### src/rtl/seq_detector_param.sv
// Serial PAT_W-bit pattern detector with overlap select, valid qualifier and saturating hit counter.
// z is registered (1-cycle latency); define SEQDET_MEALY_EN for combinational z in the final-bit cycle.
module seq_detector_param #(
  parameter int PAT_W = 4,
  parameter int CNT_W = 8
) (
  input  logic             clk,
  input  logic             rst,
  input  logic             x,
  input  logic             x_valid,
  input  logic [PAT_W-1:0] pattern,
  input  logic             overlap,
  input  logic             clr_cnt,
  output logic             z,
  output logic [CNT_W-1:0] match_cnt
);

  localparam int FW = $clog2(PAT_W + 1);
  localparam logic [FW-1:0] FULL = FW'(PAT_W);
  localparam logic [FW-1:0] LAST = FW'(PAT_W - 1);

  typedef enum logic [1:0] {IDLE, FILL, ARMED} state_t;

  state_t           state;
  logic [FW-1:0]    fill;
  logic [FW-1:0]    fill_nxt;
  // Oldest history bit is never compared: the incoming x completes the window.
  logic [PAT_W-2:0] hist;
  logic [PAT_W-1:0] window;
  logic             hit;

  assign window = {hist, x};
  assign hit    = x_valid && (fill >= LAST) && (window == pattern);

  always_comb begin
    fill_nxt = fill;
    if (x_valid) begin
      if (hit)
        fill_nxt = overlap ? FULL : '0;
      else if (state != ARMED)
        fill_nxt = fill + FW'(1);
    end
  end

  always_ff @(posedge clk or negedge rst) begin
    if (!rst) begin
      state     <= IDLE;
      fill      <= '0;
      hist      <= '0;
      match_cnt <= '0;
    end else begin
      fill <= fill_nxt;
      if (fill_nxt == '0)
        state <= IDLE;
      else if (fill_nxt == FULL)
        state <= ARMED;
      else
        state <= FILL;
      if (x_valid)
        hist <= window[PAT_W-2:0];
      // Clear wins over a coincident hit.
      if (clr_cnt)
        match_cnt <= '0;
      else if (hit && !(&match_cnt))
        match_cnt <= match_cnt + CNT_W'(1);
    end
  end

`ifdef SEQDET_MEALY_EN
  assign z = hit & rst;
`else
  always_ff @(posedge clk or negedge rst) begin
    if (!rst)
      z <= 1'b0;
    else
      z <= hit;
  end
`endif

endmodule

### config.mk
export PLATFORM = sky130hd
export DESIGN_NAME = seq_detector_param
export DESIGN_NICKNAME = d
export VERILOG_FILES = /design/src/rtl/seq_detector_param.sv
export SDC_FILE = /design/constraint.sdc
export NUM_CORES = 1
export LEC_CHECK = 0
export CAP_MARGIN = 25
export CELL_PAD_IN_SITES_DETAIL_PLACEMENT = 0
export CELL_PAD_IN_SITES_GLOBAL_PLACEMENT = 1
export CORE_ASPECT_RATIO = 1.2
export CORE_MARGIN = 10
export CORE_UTILIZATION = 38
export DETAILED_ROUTE_END_ITERATION = 10
export PLACE_DENSITY_LB_ADDON = 0.3
export SYNTH_ARGS = -nofsm -noshare
export SYNTH_HDL_FRONTEND = slang
export SYNTH_SLANG_ARGS = --single-unit
### constraint.sdc
create_clock -name clk -period 2.05 [get_ports clk]
set_clock_uncertainty 0.15 [all_clocks]
set_input_delay 0.615 -clock clk [delete_from_list [all_inputs] [get_ports clk]]
set_output_delay 0.615 -clock clk [all_outputs]
set_load 0.005 [all_outputs]
# After elaboration in Yosys (flattened, before gate mapping)

Cells that the tools add are included.
Widths: inputs -> output; s select.

Bits of input ports: 10
Logic and storage cells: 26
Flip-flop bits (word level): 17
Output and inout port bits: 9

Order comparisons: 1
Muxes and demuxes: 8
Equality and inequality tests: 3
Reduce and logical (&&, ||, !) cells: 7
$add $sub $neg: 2

Operators by type and width:

| operator            | count |
|---|---|
| $mux 8              | 2 |
| $mux 3              | 4 |
| $add 8x1->8 const B | 1 |
| $reduce_and 8->1    | 1 |
| $eq 4x4->1          | 1 |
| $mux 2              | 2 |
| $add 3x1->3 const B | 1 |
| $eq 3x3->1 const B  | 1 |
| $ge 3x2->1 const B  | 1 |
| $logic_and 1x1->1   | 3 |
| $logic_not 3->1     | 1 |
| $ne 2x2->1 const B  | 1 |
| $reduce_bool 2->1   | 1 |
| $logic_not 1->1     | 1 |

# Depth between registers and ports, before layout

Word-level depth: 8
Gate-level depth with buffers: 7
Depth with buffers taken out: 7

# Worst setup path before layout

Ideal clock, no wire load.

Kind: input -> register
Start: input port pattern[1]
End: register match_cnt[7]
Library setup time: 0.128 ns
Slack: 0.279 ns
Data required time: 1.772 ns
Data arrival time: 1.493 ns
Cell stages on the path: 5
Buffers on the path: 0
Cell sequence: xnor2_2 > nand4_4 > nor4_1 > xnor2_1 > nor2_1

Word-level cells in the longest chain between the ends: 4

RTL lines:

| what                        | line | text |
|---|---|---|
| from (decl)                 | 11   | `input logic [PAT_W-1:0] pattern,` |
| $eq 4x4->1                  | 33   | `assign hit = x_valid && (fill >= LAST) && (window == pattern);` |
| $logic_and 1x1->1           | 33   |  |
| $logic_and 1x1->1           | 64   | `else if (hit && !(&match_cnt))` |
| $reduce_bool 2->1 (no line) | -    |  |
| to (signal assigned)        | 65   | `match_cnt <= match_cnt + CNT_W'(1);` |
| to (decl)                   | 15   | `output logic [CNT_W-1:0] match_cnt` |

Every way passes these cells.
A chain may end at the register's enable or synchronous reset.

# Worst setup path in the final report

Start: input port x
End: register match_cnt[7]

Word-level cells in the longest chain between the ends: 4

RTL lines:

| what                        | line | text |
|---|---|---|
| from (decl)                 | 9    | `input logic x,` |
| $eq 4x4->1                  | 33   |  |
| $logic_and 1x1->1           | 33   |  |
| $logic_and 1x1->1           | 64   |  |
| $reduce_bool 2->1 (no line) | -    |  |

Every way passes these cells.

==> flow_metrics.tcl <==
set metrics [dict create \
    ctsHoldBuffers 0 \
    clkLatencyLatePin_ps 280 \
    die_w_um 65.3 \
    synth-seq-area-share_pct 45.5 \
    power_density_nw_per_um2 760 \
    grt_pass1_vias 820 \
    setup-violations-final 1 \
    ys_ff_latch 17 \
    startpoint_type "input pin" \
    synth_top_area_share_pct 45.5 \
    fin_tns_setup_ps -11.5 \
    drive_above_1_share_pct 31.2 \
    worst-r2r-setup-slack_ps 150 \
    timing.final.crit_share_pct 101 \
    area_growth_pct 47.5 \
    cts_sinks 17 \
    grt_start_max_net_pins 18 \
    worst_slack_ps -11.5 \
    peakVddDrop_uv 512 \
    cts.clk_slew.worst_paths_ps 100 \
    rows 19 \
    syn_area_per_cell_um2 10.9 \
    drc 0 \
    crit_type "input pin to register" \
    antenna_found_initial 0 \
    hold_start "fill[2]" \
    min_path_cells 2 \
    hold_violations 0 \
    coreArea_um2 2330 \
    reg2reg_depth 8 \
    diodes 0 \
    status "finished with violations" \
    synth_cell_types 27 \
    syn_nets 99 \
    yosysTopAreaCell "dfrtp_1" \
    fin_nets 139 \
    final_common_cell "buf_4" \
    drt_wl_total_um 2200 \
    arrival_ps 2080 \
    ys_warn_count 0 \
    dr_total_vias 764 \
    numCtsBuffers 3 \
    dieHeight_um 74.3 \
    syn_inst 86 \
    place.gp.congestion 0.758 \
    clk_path_buf_depth 2 \
    drv_slew 0 \
    required_ps 2070 \
    r2r_end "match_cnt[0]" \
    grt_overflow_total 0 \
    yosys-top-cells-area "dfrtp_1, xnor2_1, nor2_1" \
    dr.pass1.iters 4 \
    wl_per_cell_um 14.1 \
    endpoint_kind "register" \
    port_buffers 18 \
    fmaxAchievable_mhz 485 \
    dieArea_um2 4850 \
    tightestPinTransition_ps 374 \
    relSlewSlack_pct 74.7 \
    final_cell_mix "buf_4, clkdlybuf4s50_1, dfrtp_1" \
    io_pins 19 \
    pre_cts_ws_ps -343 \
    hp-class "register to register" \
    htree_levels 1 \
    violations "setup timing" \
    postRouteAntennaNets 0 \
    dp_cells 141 \
    rsz0062_at_grt "yes" \
    r2r-start "match_cnt[0]" \
    root_buffer "clkbuf_4" \
    cts_tree "built" \
    crit_path_start "x" \
    via_per_inst 4.90 \
    hpwl_um 1530 \
    min_to "fill[2]" \
    grt_util_all_layers_pct 9.39 \
    initial_core_util_pct 40.1 \
    cap_violations 0 \
    drt_iter0_markers 36 \
    cp_max_fo 5 \
    layoutNonFillerInstCount 156 \
    finalWorstPathRequiredPeriod_ps 2060 \
    grt_pass1_wl_um 3590 \
    synthesis.area_um2 935 \
    p_leak_nw 0.593 \
]
==> registers in the layout, indices dropped and copies added, names as in the netlist <==
| name | flops |
|---|---|
| fill | 3 |
| hist | 3 |
| match_cnt | 8 |
| state | 2 |
| z | 1 |
==> cell type report <==
type | instances | area (um2)
clock buffers | 4 | 26.3
fillers | 226 | 951
inverters | 3 | 11.3
multi-input cells | 65 | 554
flip-flops and latches | 17 | 428
well taps | 31 | 38.8
repair buffers | 36 | 320
==> power by group <==
| group | total, mW | switching (mW) | internal [mW] | leakage, nW |
|---|---|---|---|---|
| Sequential | 0.429 | 0.0353 | 0.394 | 0.217 |
| Combinational | 0.443 | 0.226 | 0.217 | 0.361 |
| Clock | 0.175 | 0.0998 | 0.0756 | 0.0150 |
==> critical path, cell delays in order <==
cell and delay [ps]:
clkdlybuf4s50_1 460, xnor2_2 260, nand4_4 190, nor4_2 350, xnor2_1 160, nor2_1 50
==> layer usage <==
| metal | vias up | routed length [um] | track usage [%] |
|---|---|---|---|
| met4 | 0 | 14 | 5.24 |
| met2 | 9 | 1190 | 16.2 |
| li1 | 384 | - | - |
| met3 | 2 | 103 | 3.30 |
| met1 | 369 | 890 | 9.78 |
| met5 | - | 0 | 0 |
==> per-stage QoR <==
| stage | hold WS [ps] | utilization [%] | area (um2) | power, mW |
|---|---|---|---|---|
| after floorplan | 169 | - | 935 | 0.690 |
| final | 429 | 59.2 | 1380 | 1.05 |
| after global placement | 394 | 51.7 | 1200 | 0.818 |
| after detailed placement | 407 | 51.7 | 1200 | 0.826 |
| after global routing | 457 | 59.2 | 1380 | 1.14 |
| after CTS | 432 | 53.8 | 1250 | 1.01 |
==> worst max-delay path by stage <==
stage	end	slack, ps	depth (start not counted)
floorplan	match_cnt[7]	280	5
CTS	match_cnt[3]	3	1
detailed placement	match_cnt[7]	-340	6
finish	match_cnt[7]	-10	6
global route	match_cnt[4]	-110	6
global placement	match_cnt[7]	-300	6
==> synth_stat cells <==
master / instances
a211o_1: 1
o211ai_4: 1
nand4_1: 1
nand2_1: 5
ha_1: 3
xnor2_4: 1
nand3_1: 4
xnor2_2: 3
xor2_1: 1
nor3b_1: 1
nor3_1: 5
nand4_4: 1
and4_1: 1
buf_1: 1
a211oi_1: 3
nor4_1: 2
xnor2_1: 7
a21oi_1: 1
buf_2: 1
inv_1: 3
mux2i_1: 1
mux2_2: 3
o21ai_1: 1
dfrtp_1: 17
nor4b_1: 2
nor2_1: 15
o21ai_0: 1
==> cells by family after synthesis <==
kind of cell / after synthesis / synth area share (%)
adder cells (fa/ha/maj): 3 / 4.02
multiplexers: 4 / 4.69
flip-flops: 17 / 45.5
buffers and inverters: 5 / 2.14
AND/OR/NAND/NOR: 37 / 20.8
XOR/XNOR: 12 / 15.7
AO/OA/AOI/OAI: 8 / 7.23
==> what timing repair did <==
action / CTS / global route
pin swaps: 0 / 8
endpoints found under the setup margin: 3 / 13
resized for setup: 3 / 10
buffers inserted: 1 / 9
gates cloned: 0 / 1
(Power assumes the default switching activity.)
